<file path="src/rtl/sd_spi_responder_if.sv">
// ---------------------------------------------------------------------------
// sd_spi_responder_if
//   Groups the SPI pins and the block-memory read port of the SD card
//   emulator.
//
//   sclk      host SPI clock (idle low, mode 0)
//   cs        host chip select, active low
//   mosi      host-to-card serial data
//   miso      card-to-host serial data
//   mem_addr  byte address into the card's block memory
//   mem_data  memory read data, valid one clock after mem_addr
//
//   Modports:
//     master  host / system side (drives SPI pins, supplies memory data)
//     slave   card side (sd_spi_responder)
// ---------------------------------------------------------------------------
interface sd_spi_responder_if #(
    parameter int AW = 10
);
    logic          sclk;
    logic          cs;
    logic          mosi;
    logic          miso;
    logic [AW-1:0] mem_addr;
    logic [7:0]    mem_data;

    modport master (
        output sclk,
        output cs,
        output mosi,
        output mem_data,
        input  miso,
        input  mem_addr
    );

    modport slave (
        input  sclk,
        input  cs,
        input  mosi,
        input  mem_data,
        output miso,
        output mem_addr
    );
endinterface

</file>
<file path="src/rtl/sd_spi_responder.sv">
// ---------------------------------------------------------------------------
// sd_spi_responder
//   SPI-mode SD card emulator (card end of the link). Oversamples the host
//   SPI pins in the system clock domain, decodes 6-byte command frames,
//   answers the init sequence (CMD0, CMD8, CMD55/ACMD41, CMD58) and serves
//   CMD17 single-block reads from a synchronous byte memory.
//
//   Ports:
//     clock    system clock, at least 8x the host sclk
//     reset    synchronous, active-high
//     bus      sd_spi_responder_if.slave: sclk, cs, mosi, miso,
//              mem_addr, mem_data
//     cmd_stb  one-clock pulse when a full command frame has been received
//     cmd_idx  index of the last received command
//     ready    1 once ACMD41 has answered 0x00
//
//   Optional build macro:
//     SD_CRC16_EN  when defined, the two bytes after a data block carry the
//                  CRC16-CCITT (poly 0x1021, init 0) of the 512 data bytes;
//                  otherwise they are 0xFF, 0xFF and no CRC logic exists.
// ---------------------------------------------------------------------------
module sd_spi_responder #(
    parameter int AW         = 10,
    parameter int INIT_POLLS = 2,
    parameter int NCR        = 1,
    parameter int NAC        = 2,
    parameter int SDHC       = 1
) (
    input  logic                 clock,
    input  logic                 reset,
    sd_spi_responder_if.slave    bus,
    output logic                 cmd_stb,
    output logic [5:0]           cmd_idx,
    output logic                 ready
);

    typedef enum logic [2:0] {
        S_IDLE,
        S_CMD,
        S_NCR,
        S_RESP,
        S_GAP,
        S_TOKEN,
        S_DATA,
        S_CRC
    } state_t;

    localparam logic SDHC_BIT = (SDHC != 0);

    state_t state, state_nxt;

    logic sclk_p0, sclk_p1, sclk_p2;
    logic cs_p0, cs_p1;
    logic mosi_p0, mosi_p1;
    logic sclk_rise, sclk_fall, cs_act;

    logic [2:0]    bit_cnt;
    logic [6:0]    rx_sr;
    logic [7:0]    rx_byte;
    logic          byte_done;
    logic [7:0]    tx_sr;
    logic          miso_q;

    logic [8:0]    cnt, cnt_nxt;
    logic [5:0]    hdr;
    logic [31:0]   arg_sr;
    logic [39:0]   resp_q;
    logic [2:0]    resp_len;
    logic          data_pend;
    logic [AW-10:0] blk_q;
    logic [AW-1:0] mem_addr_q;
    logic          fetch_p0, fetch_p1;
    logic [7:0]    nxt_byte;

    logic          app_flag;
    logic [7:0]    poll_cnt;

    // FSM strobes
    logic          load_tx;
    logic [7:0]    tx_nxt;
    logic          hdr_load, arg_shift, exec, resp_pop;
    logic          fetch_first, fetch_next, data_load;

    // Command decode results
    logic          idle_bit;
    logic [7:0]    dec_r1;
    logic [31:0]   dec_tail;
    logic [2:0]    dec_len;
    logic          dec_data, dec_clr, dec_inc, dec_set, dec_app;

    logic [7:0]    crc_hi, crc_lo;

    // ---- stage p0/p1: pin synchronizers, p2 holds previous sclk for edges
    always_ff @(posedge clock) begin
        if (reset) begin
            sclk_p0 <= 1'b0;
            sclk_p1 <= 1'b0;
            sclk_p2 <= 1'b0;
            cs_p0   <= 1'b1;
            cs_p1   <= 1'b1;
        end else begin
            sclk_p0 <= bus.sclk;
            sclk_p1 <= sclk_p0;
            sclk_p2 <= sclk_p1;
            cs_p0   <= bus.cs;
            cs_p1   <= cs_p0;
        end
    end

    always_ff @(posedge clock) begin
        mosi_p0 <= bus.mosi;
        mosi_p1 <= mosi_p0;
    end

    assign sclk_rise = sclk_p1 & ~sclk_p2;
    assign sclk_fall = ~sclk_p1 & sclk_p2;
    assign cs_act    = ~cs_p1;
    assign rx_byte   = {rx_sr, mosi_p1};
    assign byte_done = cs_act & sclk_rise & (bit_cnt == 3'd7);

    // ---- serial shifter: sample on rising sclk, drive miso on falling sclk
    always_ff @(posedge clock) begin
        if (reset) begin
            state   <= S_IDLE;
            cnt     <= '0;
            bit_cnt <= '0;
            tx_sr   <= 8'hFF;
            miso_q  <= 1'b1;
        end else begin
            state <= state_nxt;
            cnt   <= cnt_nxt;
            if (!cs_act) begin
                bit_cnt <= '0;
                tx_sr   <= 8'hFF;
                miso_q  <= 1'b1;
            end else begin
                if (sclk_fall) begin
                    miso_q <= tx_sr[7];
                    tx_sr  <= {tx_sr[6:0], 1'b1};
                end
                if (sclk_rise) begin
                    bit_cnt <= bit_cnt + 3'd1;
                    if (load_tx) begin
                        tx_sr <= tx_nxt;
                    end
                end
            end
        end
    end

    always_ff @(posedge clock) begin
        if (sclk_rise) begin
            rx_sr <= rx_byte[6:0];
        end
    end

    // Each completed byte decides what goes out during the following byte;
    // the state names the byte that is currently being shifted out.
    always_comb begin
        state_nxt   = state;
        cnt_nxt     = cnt;
        load_tx     = 1'b0;
        tx_nxt      = 8'hFF;
        hdr_load    = 1'b0;
        arg_shift   = 1'b0;
        exec        = 1'b0;
        resp_pop    = 1'b0;
        fetch_first = 1'b0;
        fetch_next  = 1'b0;
        data_load   = 1'b0;
        if (!cs_act) begin
            state_nxt = S_IDLE;
            cnt_nxt   = '0;
        end else if (state == S_IDLE) begin
            state_nxt = S_CMD;
            cnt_nxt   = '0;
        end else if (byte_done) begin
            load_tx = 1'b1;
            case (state)
                S_CMD: begin
                    if (cnt == 9'd0) begin
                        if (rx_byte[7:6] == 2'b01) begin
                            hdr_load = 1'b1;
                            cnt_nxt  = 9'd1;
                        end
                    end else if (cnt == 9'd5) begin
                        // CRC byte: content ignored, frame complete
                        exec      = 1'b1;
                        state_nxt = S_NCR;
                        cnt_nxt   = 9'd1;
                    end else begin
                        arg_shift = 1'b1;
                        cnt_nxt   = cnt + 9'd1;
                    end
                end
                S_NCR: begin
                    if (cnt == 9'(NCR)) begin
                        tx_nxt    = resp_q[39:32];
                        resp_pop  = 1'b1;
                        state_nxt = S_RESP;
                        cnt_nxt   = 9'd1;
                    end else begin
                        cnt_nxt = cnt + 9'd1;
                    end
                end
                S_RESP: begin
                    if (cnt < 9'(resp_len)) begin
                        tx_nxt   = resp_q[39:32];
                        resp_pop = 1'b1;
                        cnt_nxt  = cnt + 9'd1;
                    end else if (data_pend) begin
                        if (NAC == 0) begin
                            tx_nxt      = 8'hFE;
                            fetch_first = 1'b1;
                            state_nxt   = S_TOKEN;
                        end else begin
                            state_nxt = S_GAP;
                            cnt_nxt   = 9'd1;
                        end
                    end else begin
                        state_nxt = S_CMD;
                        cnt_nxt   = '0;
                    end
                end
                S_GAP: begin
                    if (cnt == 9'(NAC)) begin
                        tx_nxt      = 8'hFE;
                        fetch_first = 1'b1;
                        state_nxt   = S_TOKEN;
                    end else begin
                        cnt_nxt = cnt + 9'd1;
                    end
                end
                S_TOKEN: begin
                    tx_nxt     = nxt_byte;
                    data_load  = 1'b1;
                    fetch_next = 1'b1;
                    state_nxt  = S_DATA;
                    cnt_nxt    = '0;
                end
                S_DATA: begin
                    if (cnt == 9'd511) begin
                        tx_nxt    = crc_hi;
                        state_nxt = S_CRC;
                        cnt_nxt   = '0;
                    end else begin
                        tx_nxt     = nxt_byte;
                        data_load  = 1'b1;
                        fetch_next = 1'b1;
                        cnt_nxt    = cnt + 9'd1;
                    end
                end
                S_CRC: begin
                    if (cnt == 9'd0) begin
                        tx_nxt  = crc_lo;
                        cnt_nxt = 9'd1;
                    end else begin
                        state_nxt = S_CMD;
                        cnt_nxt   = '0;
                    end
                end
                default: begin
                    state_nxt = S_IDLE;
                    cnt_nxt   = '0;
                end
            endcase
        end
    end

    // ---- command capture
    always_ff @(posedge clock) begin
        if (hdr_load) begin
            hdr <= rx_byte[5:0];
        end
        if (arg_shift) begin
            arg_sr <= {arg_sr[23:0], rx_byte};
        end
        if (exec) begin
            resp_q <= {dec_r1, dec_tail};
            blk_q  <= arg_sr[AW-10:0];
        end else if (resp_pop) begin
            resp_q <= {resp_q[31:0], 8'hFF};
        end
    end

    assign idle_bit = ~ready;

    always_comb begin
        dec_r1   = 8'h04 | {7'd0, idle_bit};
        dec_tail = 32'hFFFF_FFFF;
        dec_len  = 3'd1;
        dec_data = 1'b0;
        dec_clr  = 1'b0;
        dec_inc  = 1'b0;
        dec_set  = 1'b0;
        dec_app  = 1'b0;
        case (hdr)
            6'd0: begin
                dec_r1  = 8'h01;
                dec_clr = 1'b1;
            end
            6'd8: begin
                dec_r1   = {7'd0, idle_bit};
                dec_tail = {16'h0000, 4'h0, arg_sr[11:8], arg_sr[7:0]};
                dec_len  = 3'd5;
            end
            6'd55: begin
                dec_r1  = {7'd0, idle_bit};
                dec_app = 1'b1;
            end
            6'd41: begin
                // without a preceding CMD55 this is an illegal command
                if (app_flag) begin
                    if (poll_cnt < 8'(INIT_POLLS)) begin
                        dec_r1  = 8'h01;
                        dec_inc = 1'b1;
                    end else begin
                        dec_r1  = 8'h00;
                        dec_set = 1'b1;
                    end
                end
            end
            6'd58: begin
                dec_r1   = {7'd0, idle_bit};
                dec_tail = {1'b1, SDHC_BIT, 6'h3F, 8'hFF, 8'h80, 8'h00};
                dec_len  = 3'd5;
            end
            6'd17: begin
                if (ready) begin
                    dec_r1   = 8'h00;
                    dec_data = 1'b1;
                end else begin
                    dec_r1 = 8'h05;
                end
            end
            default: begin
                dec_r1 = 8'h04 | {7'd0, idle_bit};
            end
        endcase
    end

    // ---- card state: survives cs deassertion, cleared only by reset/CMD0
    always_ff @(posedge clock) begin
        if (reset) begin
            cmd_stb   <= 1'b0;
            cmd_idx   <= '0;
            ready     <= 1'b0;
            app_flag  <= 1'b0;
            poll_cnt  <= '0;
            data_pend <= 1'b0;
            resp_len  <= 3'd1;
        end else begin
            cmd_stb <= exec;
            if (exec) begin
                cmd_idx   <= hdr;
                app_flag  <= dec_app;
                data_pend <= dec_data;
                resp_len  <= dec_len;
                if (dec_clr) begin
                    ready    <= 1'b0;
                    poll_cnt <= '0;
                end
                if (dec_inc) begin
                    poll_cnt <= poll_cnt + 8'd1;
                end
                if (dec_set) begin
                    ready <= 1'b1;
                end
            end
        end
    end

    // ---- memory fetch: p0 = address driven, p1 = data valid at the RAM port
    always_ff @(posedge clock) begin
        if (reset) begin
            mem_addr_q <= '0;
            fetch_p0   <= 1'b0;
            fetch_p1   <= 1'b0;
        end else begin
            fetch_p0 <= fetch_first | fetch_next;
            fetch_p1 <= fetch_p0;
            if (fetch_first) begin
                mem_addr_q <= {blk_q, 9'd0};
            end else if (fetch_next) begin
                // 9-bit index wraps inside the block
                mem_addr_q[8:0] <= mem_addr_q[8:0] + 9'd1;
            end
        end
    end

    always_ff @(posedge clock) begin
        if (fetch_p1) begin
            nxt_byte <= bus.mem_data;
        end
    end

`ifdef SD_CRC16_EN
    logic [15:0] crc_q;

    function automatic logic [15:0] crc16_byte(input logic [15:0] c, input logic [7:0] d);
        logic [15:0] r;
        r = c ^ {d, 8'h00};
        for (int i = 0; i < 8; i++) begin
            r = r[15] ? ((r << 1) ^ 16'h1021) : (r << 1);
        end
        return r;
    endfunction

    // ---- CRC accumulates each data byte as it is loaded into the shifter
    always_ff @(posedge clock) begin
        if (fetch_first) begin
            crc_q <= '0;
        end else if (data_load) begin
            crc_q <= crc16_byte(crc_q, tx_nxt);
        end
    end

    assign crc_hi = crc_q[15:8];
    assign crc_lo = crc_q[7:0];
`else
    logic unused_data_load;
    assign unused_data_load = data_load;
    assign crc_hi = 8'hFF;
    assign crc_lo = 8'hFF;
`endif

    logic unused_arg;
    assign unused_arg = ^arg_sr;

    assign bus.miso     = miso_q;
    assign bus.mem_addr = mem_addr_q;

endmodule

</file>
<file path="src/flat_wrapper.sv">
// flat-port wrapper written by rule: the top's interface ports become plain ports
module sd_spi_responder_flat 
#(
    parameter int AW         = 10,
    parameter int INIT_POLLS = 2,
    parameter int NCR        = 1,
    parameter int NAC        = 2,
    parameter int SDHC       = 1
)
  (clock, reset, cmd_stb, cmd_idx, ready, bus_sclk, bus_cs, bus_mosi, bus_mem_data, bus_miso, bus_mem_addr);
  sd_spi_responder_if #(.AW(AW)) bus_i ();
  input  logic clock;
  input  logic reset;
  output logic cmd_stb;
  output logic [5:0] cmd_idx;
  output logic ready;
  input wire logic [$bits(bus_i.sclk)-1:0] bus_sclk;
  input wire logic [$bits(bus_i.cs)-1:0] bus_cs;
  input wire logic [$bits(bus_i.mosi)-1:0] bus_mosi;
  input wire logic [$bits(bus_i.mem_data)-1:0] bus_mem_data;
  output wire logic [$bits(bus_i.miso)-1:0] bus_miso;
  output wire logic [$bits(bus_i.mem_addr)-1:0] bus_mem_addr;
  assign bus_i.sclk = bus_sclk;
  assign bus_i.cs = bus_cs;
  assign bus_i.mosi = bus_mosi;
  assign bus_i.mem_data = bus_mem_data;
  assign bus_miso = bus_i.miso;
  assign bus_mem_addr = bus_i.mem_addr;
  sd_spi_responder #(.AW(AW), .INIT_POLLS(INIT_POLLS), .NCR(NCR), .NAC(NAC), .SDHC(SDHC)) u_core (.clock(clock), .reset(reset), .bus(bus_i), .cmd_stb(cmd_stb), .cmd_idx(cmd_idx), .ready(ready));
endmodule
</file>
<file path="config.mk">
export PLATFORM = sky130hd
export DESIGN_NAME = sd_spi_responder_flat
export DESIGN_NICKNAME = d
export VERILOG_FILES = /design/src/rtl/sd_spi_responder_if.sv /design/src/rtl/sd_spi_responder.sv /design/src/flat_wrapper.sv
export SDC_FILE = /design/constraint.sdc
export NUM_CORES = 1
export LEC_CHECK = 0
export CAP_MARGIN = 20
export CORE_AREA = 4 4 114 116
export DETAILED_ROUTE_END_ITERATION = 8
export DIE_AREA = 0 0 118 120
export PLACE_DENSITY = 0.66
export SETUP_SLACK_MARGIN = 0.4
export SLEW_MARGIN = 10
export SYNTH_ARGS = -nofsm -noshare
export SYNTH_HDL_FRONTEND = slang
export SYNTH_SLANG_ARGS = --single-unit
</file>
<file path="constraint.sdc">
create_clock -name clock -period 11.73 [get_ports clock]
set_clock_uncertainty 0.2 [all_clocks]
set_input_delay 3.519 -clock clock [delete_from_list [all_inputs] [get_ports clock]]
set_output_delay 3.519 -clock clock [all_outputs]
set_load 0.03 [all_outputs]
</file>
Word-level counts from Yosys, hierarchy flattened
Index checks and enable logic that the tools add are counted.
Word-level totals
  output and inout bits: 19
  latch bits: 0
  word-level logic and storage cells: 186
  memories kept: 0
  ROM bits: 0
  input port bits: 13
  bits in writable memories: 0
  flip-flop bits (word level): 138
Cells by class
  shift operators: 0
  multipliers: 0
  magnitude comparators: 2
  muxes and demuxes: 90
  equal/unequal tests: 34
  add/subtract/negate cells: 4
  divide/modulo/power cells: 0
  bitwise logic cells: 9
  reductions and logical operators: 17
Operators with widths (count)
  $mux 8: 11
  $mux 40: 2
  $pmux 32 s2: 1
  $mux 9: 7
  $pmux 9 s6: 1
  $mux 1: 53
  $pmux 8 s5: 1
  $pmux 8 s4: 1
  $mux 3: 10
  $pmux 3 s7: 1
  $add 9x1->9 const B: 2
  $eq 6x6->1 const B: 3
  $reduce_and 8->1: 2
  $eq 3x3->1 const B: 5
  $ne 3x1->1 const B: 4
  $eq 9x1->1 const B: 1
  $eq 9x2->1 const B: 1
  $eq 9x3->1 const B: 1
  $eq 9x9->1 const B: 1
  $logic_not 9->1: 1
  $lt 9x3->1: 1
  $ne 3x2->1 const B: 3
  $add 8x1->8 const B: 1
  $lt 8x2->1 const B: 1
  20 further kinds: 41

Longest topological paths before layout
Gate-level depths: netlist of run 1.
  depth after elaboration: 9
  gate-level depth with buffers: 10
  mapped depth without buffers: 9

Least setup slack after synthesis of run 1
Ideal clock, no wire load.
  path kind: reg-to-reg
  from: register u_core.cnt[0]
  to: register u_core.resp_q[0] (enable)
  period minus slack after synthesis: 5.058 ns
  library setup time: 0.493 ns
  arrival time: 4.365 ns
  slack: 6.672 ns
  stages on the path, launching flop included: 6
  buffers on the path: 0
  data required time: 11.037 ns
  cells stage by stage: dfxtp_1 > ha_1 > or3b_2 > o32ai_1 > nand3_1 > o21ai_0
On the way
  cells in the longest elaborated chain, start to end: 8
  elaborated cells between the ends (all ways): 17
  those cells by class: order compare (1); eq/ne (2); mux (12); reduce/logical (2)
RTL lines
  start: declaration: RTL line sd_spi_responder.sv:64  | logic [8:0] cnt, cnt_nxt;
  start signal: assignment: RTL line sd_spi_responder.sv:131  | cnt <= cnt_nxt;
  parallel branches: the longest is 7 deep, another holds $lt 9x3->1
  $reduce_bool 2->1 (no line) (*)
  end signal: assignment: RTL line sd_spi_responder.sv:279  | resp_q <= {dec_r1, dec_tail};
  end signal: assignment: RTL line sd_spi_responder.sv:282  | resp_q <= {resp_q[31:0], 8'hFF};
  end: declaration: RTL line sd_spi_responder.sv:67  | logic [39:0] resp_q;
Every way passes the cells marked *.
A chain may end at the register's enable or synchronous reset.

Final worst setup path of run 1
  from: input reset
  to: register u_core.cnt[1]
On the way
  cells in the longest elaborated chain, start to end: 1
RTL lines
  start: declaration: RTL line flat_wrapper.sv:13  | input logic reset;
  $reduce_or 3->1 (no line)
No other way between the ends.

==> results of run 1 <==
power by group:
group	total [W]	switching (W)	internal [W]
Combinational	0.0000115	0.00000568	0.00000578
Clock	0.000518	0.000204	0.000314
Sequential	0.000502	0.00000161	0.000500
Total	0.00103	0.000211	0.000820
kinds of logic after synthesis:
logic type / Yosys count
DFF: 136
xor gates and xnor gates: 14
muxes: 12
and+or+nand+nor: 213
AOI/OAI and AO/OA: 111
buffers and inverters: 42
adders and majority gates: 10
flip-flops by register name (all words and copies together), names as in the netlist, 3 cells and up:
name                 count
u_core.resp_q           40
u_core.arg_sr           12
u_core.bus.mem_addr     10
u_core.cnt               9
u_core.nxt_byte          8
u_core.poll_cnt          8
u_core.tx_sr             8
u_core.rx_sr             7
u_core.cmd_idx           6
u_core.hdr               6
u_core.bit_cnt           3
u_core.state             3
cell type report:
type	instances	area, um2	share of cell area, %
sequential	136	3460	50.2
multi-input combinational	360	2260	32.7
clock buffer	18	429	6.22
timing repair buffer	38	363	5.26
tap	147	184	2.66
clock inverter	14	151	2.19
inverter	14	52.6	0.761
worst max path at each step:
stage                              from          endpoint  slack (ns)  cells after the start
final                             reset     u_core.cnt[1]        5.67                      5
after floorplan           u_core.cnt[0]  u_core.resp_q[0]        6.67                      5
after global routing              reset     u_core.cnt[1]        5.49                      5
after CTS                         reset     u_core.cnt[1]        5.72                      5
after global placement            reset     u_core.cnt[0]        5.45                      5
after detailed placement          reset     u_core.cnt[1]        5.29                      5
worst max-delay path: stages:
cell and delay [ns]:
clkdlybuf4s50_1 0.89, nor2_1 0.86, o31ai_1 0.44, a21oi_1 0.33, a2bb2o_1 0.18
cells in the final DEF (no fill, tap or decap), types with 14 or more instances in the layout:
cell / instances
a21oi_1: 26
clkbuf_16: 17
nor3_1: 15
clkdlybuf4s50_1: 31
edfxtp_1: 74
inv_1: 14
nand2_1: 42
dfxtp_1: 62
nor2_1: 67
nand4_1: 14
o21ai_0: 18
through the flow:
step	instances	util [%]	total power (W)
finish	727	57.9	0.00103
global placement	692	52.9	0.000523
floorplan	538	-	0.000517
global route	727	57.9	0.00107
detailed placement	692	52.9	0.000523
CTS	724	57.8	0.00104
routing by layer:
layer  part of all wire (%)  vias to the layer above
li1                       -                     2040
met1                     47                     1973
met2                     46                      112
met3                    4.6                       28
met4                    2.7                        0
met5                      0                        -
==> flow_metrics.env, run 1 <==
export IMPL_status="finished clean"
export IMPL_synth_top_family_by_area="simple AND/OR/NAND/NOR gates"
export IMPL_slew_violations=0
export IMPL_grt_use_met3_pct=6.31
export IMPL_yosys_area_top_type="edfxtp_1"
export IMPL_cts_sinks=136
export IMPL_antenna_left=0
export IMPL_avgRoutedWirePerCell_um=17.3
export IMPL_synth_cells=538
export IMPL_max_cap_violations=0
export IMPL_area_growth_pct=17.2
export IMPL_clkTransAtPathRegs_ns=0.06
export IMPL_fin_crit_ns=6.06
export IMPL_finish_instance_area_mm2=0.00690
export IMPL_first_global_vias=4213
export IMPL_drive_gt1_share_pct=9.48
export IMPL_gp_congestion=0.942
export IMPL_synthAdderAreaFrac_pct=2.13
export IMPL_busiest_layer="met2"
export IMPL_synthDistinctLibCells=64
export IMPL_end_kind="flip-flop"
export IMPL_drt_vias_per_instance=5.71
export IMPL_grt_pass1_wl_um=21100
export IMPL_drt_initial_drc_count=336
export IMPL_io_buffers=31
export IMPL_ys_top_cells_by_area="edfxtp_1 (38%), dfxtp_1 (21%), nor2_1 (4.3%)"
export IMPL_synth_top_flop_cell="edfxtp_1"
export IMPL_dieArea_mm2=0.0142
export IMPL_cts_buffer_depth=2
export IMPL_cts_resized=0
export IMPL_p_leak_nw=2.40
export IMPL_reg2reg_depth=8
export IMPL_ir_worst_vdd_mv=0.106
export IMPL_setup_tns_ns=0
export IMPL_grtUsageMet2_pct=29.3
export IMPL_whs_path_depth=0
export IMPL_yosysMostFrequentCell="edfxtp_1"
export IMPL_die_height_um=120
export IMPL_dp_slack_ns=5.29
export IMPL_critical_path_required_ns=11.90
export IMPL_r2r_start="u_core.cnt[0]"
export IMPL_fmax_mhz=165
export IMPL_cp_start_kind="input port"
export IMPL_r2r_end="u_core.bus.mem_addr[5]"
export IMPL_min_from="u_core.mosi_p0"
export IMPL_yosysSeqAreaShare_pct=58.8
export IMPL_fin_nets=590
export IMPL_die_x_um=118
export IMPL_n_antenna_cell=0
export IMPL_antenna_found_initial=0
export IMPL_vias=4153
export IMPL_place_area_mm2=0.00630
export IMPL_cts_tree="yes"
export IMPL_synth_compound_area_share_pct=13.6
export IMPL_yosys_area_share_simple_pct=18.3
export IMPL_std_cell_rows=40
export IMPL_hold_path_class="reg -> reg"
export IMPL_hold_end="u_core.mosi_p1"
export IMPL_synth_xor_area_share_pct=2.08
export IMPL_wirelength_um=12600
export IMPL_muxShareOfSynthArea_pct=2.04
export IMPL_period_share_pct=51.7
export IMPL_grt_ovfl_total=0
export IMPL_cp_arrival_ns=6.23
export IMPL_postCtsHoldBufs=0
export IMPL_async_flop_share_pct=0
export IMPL_grt_usage_pct=18.9
export IMPL_grt_setup_unrepaired="no"
export IMPL_initial_utilization_pct=49.4
export IMPL_numCtsBuffers=17
export IMPL_coreArea_mm2=0.0119
export IMPL_syn_cell_area_mm2=0.00589
export IMPL_synth_area_per_cell_um2=10.9
export IMPL_cts_root_buf="clkbuf_16"
export IMPL_synth_top_area_share_pct=37.7
export IMPL_synth_edf_count=74
export IMPL_drc_errors=0
export IMPL_synth_top_cells_by_count="edfxtp_1 (74), nor2_1 (67), dfxtp_1 (62)"
export IMPL_worst_pin_slew_ns=1.07
export IMPL_grtUsageMet1_pct=23.7
export IMPL_slew_headroom_pct=28.3
export IMPL_whs_ns=0.136
export IMPL_htree_levels=4
export IMPL_crit_path_max_fanout=25
export IMPL_ff2ff_setup_slack_ns=8.34
export IMPL_critPathKind="in -> reg"
export IMPL_num_fill_cells=1014
export IMPL_worstSkewPairLatency_ns=0.42
export IMPL_ios=32
export IMPL_yosysWarnings=0
export IMPL_ys_seq_elements=136
export IMPL_dp_hpwl_um=8520
export IMPL_setup_ws_ns=5.67
export IMPL_post_cts_buffers=0
export IMPL_p_per_area_mw_per_mm2=149
export IMPL_final_setup_viol_count=0
export IMPL_synth_fp_nets=561
export IMPL_hold_viol=0
export IMPL_grt_max_degree=41
export IMPL_first_pass_iters=5
Note: power is estimated with default switching activity, not from simulation.
==> run 2: changes to the inputs <==
- clock period: 11.73 -> 6.2 ns (I/O delays scaled with it)
==> flow_metrics.env, run 2 (synthesis results as in run 1) <==
export IMPL_first_global_vias=4095
export IMPL_period_share_pct=61.5
export IMPL_largest_register_ffs=40
export IMPL_numCtsBuffers=17
export IMPL_fin_nets=590
export IMPL_dp_hpwl_um=8420
export IMPL_r2r_start="u_core.state[0]"
export IMPL_ios=32
export IMPL_cts_buffer_depth=2
export IMPL_postCtsHoldBufs=0
export IMPL_wirelength_um=12200
export IMPL_drt_vias_per_instance=5.76
export IMPL_critPathCapture="u_core.cnt[8]"
export IMPL_first_pass_iters=5
export IMPL_final_cell_mix="edfxtp_1 (74), nor2_1 (67), dfxtp_1 (62)"
export IMPL_cp_arrival_ns=3.97
export IMPL_worstSetupStartpoint="reset"
export IMPL_drc_errors=0
export IMPL_reg2reg_depth=6
export IMPL_drive_gt1_share_pct=9.83
export IMPL_htree_levels=4
export IMPL_cts_sinks=136
export IMPL_avgRoutedWirePerCell_um=16.8
export IMPL_post_cts_buffers=0
export IMPL_final_setup_viol_count=0
export IMPL_grt_usage_pct=18.4
export IMPL_crit_path_max_fanout=25
export IMPL_hold_path_class="reg -> reg"
export IMPL_clkTransAtPathRegs_ns=0.06
export IMPL_vias=4190
export IMPL_layout_cells_non_filler=727
export IMPL_dieArea_mm2=0.0142
export IMPL_drt_initial_drc_count=311
export IMPL_regArea_mm2=0.00346
export IMPL_post_place_cells=694
export IMPL_grt_ovfl_total=0
export IMPL_n_antenna_cell=0
export IMPL_initial_utilization_pct=49.4
export IMPL_antenna_left=0
export IMPL_worst_pin_slew_ns=1.03
export IMPL_critical_path_required_ns=6.35
export IMPL_p_per_area_mw_per_mm2=287
export IMPL_antenna_found_initial=0
export IMPL_slew_violations=0
export IMPL_std_cell_rows=40
export IMPL_crit_slowest_cell="nor2_1"
export IMPL_mostFrequentLayoutCell="edfxtp_1"
export IMPL_cts_root_buf="clkbuf_16"
export IMPL_grt_max_degree=41
export IMPL_multiInputGateArea_mm2=0.00226
export IMPL_die_height_um=120
export IMPL_critPathKind="in -> reg"
export IMPL_max_cap_violations=0
export IMPL_crit_chain="clkdlybuf4s50_1 > buf_4 > nor2_1 > o31ai_1 > a21oi_1 > a22o_1"
export IMPL_largest_register="u_core.resp_q"
export IMPL_fmax_mhz=262
export IMPL_num_fill_cells=1002
export IMPL_die_x_um=118
export IMPL_setup_tns_ns=0
export IMPL_p_leak_nw=2.42
export IMPL_cp_start_kind="input port"
export IMPL_whs_ns=0.127
export IMPL_max_stage_delay_ns=0.58
export IMPL_end_kind="flip-flop"
export IMPL_coreArea_mm2=0.0119
export IMPL_io_buffers=31
export IMPL_status="finished clean"
export IMPL_cts_tree="yes"
export IMPL_ff2ff_setup_slack_ns=2.83
export IMPL_ir_worst_vdd_mv=0.200
export IMPL_area_growth_pct=17.9
export IMPL_cts_resized=0
export IMPL_r2r_end="u_core.resp_q[19]"
export IMPL_hold_viol=0
export IMPL_slew_headroom_pct=31.3
export IMPL_fin_crit_ns=3.81
export IMPL_grt_setup_unrepaired="no"
export IMPL_gp_congestion=0.920
export IMPL_worstSkewPairLatency_ns=0.41
export IMPL_grt_pass1_wl_um=20600
## run 2: worst min-delay path by stage
stage                               from             end  slack (ns)  cells after the start
final                     u_core.mosi_p0  u_core.mosi_p1        0.13                      0
after global routing      u_core.mosi_p0  u_core.mosi_p1        0.13                      0
after CTS                 u_core.mosi_p0  u_core.mosi_p1        0.13                      0
after detailed placement  u_core.mosi_p0  u_core.mosi_p1        0.12                      0
after global placement    u_core.mosi_p0  u_core.mosi_p1        0.11                      0
after floorplan           u_core.mosi_p0  u_core.mosi_p1        0.11                      0
## run 2: stage by stage
step                power, W  util, %  setup WS (ns)  area, um2
finish               0.00199     58.2           2.39       6940
global route         0.00206     58.2           2.18       6940
floorplan           0.000978        -           1.14       5890
detailed placement  0.000990     53.0           2.01       6310
CTS                  0.00201     58.2           2.43       6930
global placement    0.000990     53.0           2.09       6310
## run 2: report_power, final
group | leakage (nW) | internal, W | switching, W
clock network | 0.291 | 0.000641 | 0.000381
registers | 1.24 | 0.000946 | 0.00000309
logic | 0.890 | 0.0000113 | 0.0000104
## run 2: routing by layer
metal	part of all wire (%)	track usage [%]	wire [um]
met2	47	28.6	5750
met4	1.5	7.62	183
met5	0	0	0
met3	4.6	5.56	557
met1	47	24.0	5730
## run 2: critical path, delay by kind of cell
family | cells | cell delay (ns)
buffers and inverters | 2 | 0.60
AND/OR/NAND/NOR | 1 | 0.58
AO/OA/AOI/OAI | 3 | 0.91
## run 2: final cells by class
type	instances	share of cell area, %
inverter	14	0.757
timing repair buffer	38	5.23
clock buffer	20	6.89
clock inverter	12	2.00
tap	147	2.65
multi-input combinational	360	32.6
sequential	136	49.9
==> run 3: changes to the inputs <==
- PLACE_DENSITY: 0.66 -> 0.69
- clock period: 6.2 -> 3.33 ns (I/O delays scaled with it)
==> flow_metrics.env, run 3 (synthesis results as in run 1) <==
export IMPL_status="finished clean"
export IMPL_grtUsageMet1_pct=25.3
export IMPL_std_cell_rows=40
export IMPL_critPathKind="reg -> reg"
export IMPL_cts_buffer_depth=2
export IMPL_drive_gt1_share_pct=13.0
export IMPL_ff2ff_setup_slack_ns=0.52
export IMPL_die_height_um=120
export IMPL_largest_register="u_core.resp_q"
export IMPL_grt_max_degree=41
export IMPL_regArea_mm2=0.00347
export IMPL_coreArea_mm2=0.0119
export IMPL_worstSetupStartpoint="u_core.cnt[0]"
export IMPL_slew_headroom_pct=35.7
export IMPL_antenna_found_initial=0
export IMPL_grt_use_met3_pct=5.84
export IMPL_r2r_end="u_core.bus.mem_addr[8]"
export IMPL_final_setup_viol_count=0
export IMPL_cp_arrival_ns=2.91
export IMPL_wirelength_um=12900
export IMPL_place_area_mm2=0.00644
export IMPL_ir_worst_vdd_mv=0.321
export IMPL_fin_crit_ns=2.81
export IMPL_numCtsBuffers=17
export IMPL_cts_sinks=136
export IMPL_worstSkewPairLatency_ns=0.42
export IMPL_period_share_pct=84.4
export IMPL_vias=4272
export IMPL_fmax_mhz=356
export IMPL_grt_setup_unrepaired="no"
export IMPL_num_fill_cells=986
export IMPL_gp_congestion=0.880
export IMPL_io_buffers=31
export IMPL_drt_initial_drc_count=413
export IMPL_slew_violations=0
export IMPL_worst_pin_slew_ns=0.956
export IMPL_grt_usage_pct=19.1
export IMPL_min_from="u_core.mosi_p0"
export IMPL_largest_register_ffs=40
export IMPL_n_antenna_cell=0
export IMPL_avgRoutedWirePerCell_um=17.4
export IMPL_dieArea_mm2=0.0142
export IMPL_drc_errors=0
export IMPL_max_cap_violations=0
export IMPL_mostFrequentLayoutCell="edfxtp_1"
export IMPL_hold_path_class="reg -> reg"
export IMPL_final_cell_mix="edfxtp_1 (74), nor2_1 (67), dfxtp_1 (60)"
export IMPL_fin_nets=604
export IMPL_first_pass_iters=5
export IMPL_grt_ovfl_total=0
export IMPL_ios=32
export IMPL_antenna_left=0
export IMPL_r2r_start="u_core.cnt[0]"
export IMPL_critPathCapture="u_core.bus.mem_addr[8]"
export IMPL_initial_utilization_pct=49.4
export IMPL_p_per_area_mw_per_mm2=514
export IMPL_clkTransAtPathRegs_ns=0.06
export IMPL_critical_path_required_ns=3.43
export IMPL_finish_instance_area_mm2=0.00704
export IMPL_hold_viol=0
export IMPL_p_leak_nw=2.43
export IMPL_setup_tns_ns=0
export IMPL_end_kind="flip-flop"
export IMPL_multiInputGateArea_mm2=0.00229
export IMPL_htree_levels=4
export IMPL_first_global_vias=4258
export IMPL_grt_pass1_wl_um=21400
export IMPL_busiest_layer="met2"
export IMPL_cp_start_kind="flip-flop"
export IMPL_cts_root_buf="clkbuf_16"
export IMPL_crit_path_max_fanout=9
export IMPL_dp_hpwl_um=8810
export IMPL_area_growth_pct=19.6
export IMPL_cts_tree="yes"
export IMPL_drt_vias_per_instance=5.77
export IMPL_reg2reg_depth=9
export IMPL_die_x_um=118
export IMPL_grtUsageMet2_pct=29.9
## run 3: repair_timing
item	4_1_cts	5_1_grt
hold buffers	0	0
endpoints found under the setup margin	4	73
endpoints found under the hold margin	0	0
gates resized for setup	3	7
buffers inserted	0	0
## run 3: worst max-delay path, cell delays in order, from the launching register on
cell	delay, ns
dfxtp_1	0.41
ha_2	0.25
and4_1	0.19
ha_2	0.24
or3b_2	0.48
a2111oi_1	0.41
buf_4	0.19
nand4_1	0.10
xor2_1	0.16
nor2_1	0.06
## run 3: how the worst min path moves through the flow
stage          slack [ns]  cells after the start             end
3_3_place_gp         0.12                      0  u_core.mosi_p1
2_1_floorplan        0.11                      0  u_core.mosi_p1
6_report             0.13                      0  u_core.mosi_p1
5_1_grt              0.14                      0  u_core.mosi_p1
4_1_cts              0.14                      0  u_core.mosi_p1
3_5_place_dp         0.12                      0  u_core.mosi_p1
## run 3: metrics by stage
step | total power (W) | worst slack [ns] | hold slack (ns) | utilization, % | instances
floorplan | 0.00182 | 0.459 | 0.110 | - | 538
global placement | 0.00184 | 0.347 | 0.116 | 54.1 | 709
detailed placement | 0.00185 | 0.384 | 0.123 | 54.1 | 709
CTS | 0.00366 | 0.470 | 0.136 | 58.9 | 741
global route | 0.00374 | 0.406 | 0.143 | 59.1 | 741
finish | 0.00362 | 0.519 | 0.133 | 59.1 | 741
## run 3: cell type report
cell class              instances  area share, %
multi-input cells             360           32.5
well taps                     147           2.61
repair buffers                 52           6.82
clock buffers                  20           6.34
flip-flops and latches        136           49.2
clock inverters                12           1.79
inverters                      14          0.746
## run 3: layer usage
| metal | share of wire, % | wire length (um) | up-vias |
|---|---|---|---|
| met4 | 1.1 | 136 | 0 |
| met2 | 47 | 6000 | 106 |
| li1 | - | - | 2072 |
| met3 | 5.0 | 641 | 16 |
| met1 | 47 | 6100 | 2078 |
| met5 | 0 | 0 | - |
## run 3: report_power, final
part	internal [W]	leakage, nW	switching [W]
clock	0.00112	0.282	0.000693
combinational	0.0000222	0.949	0.0000222
sequential	0.00176	1.20	0.00000399
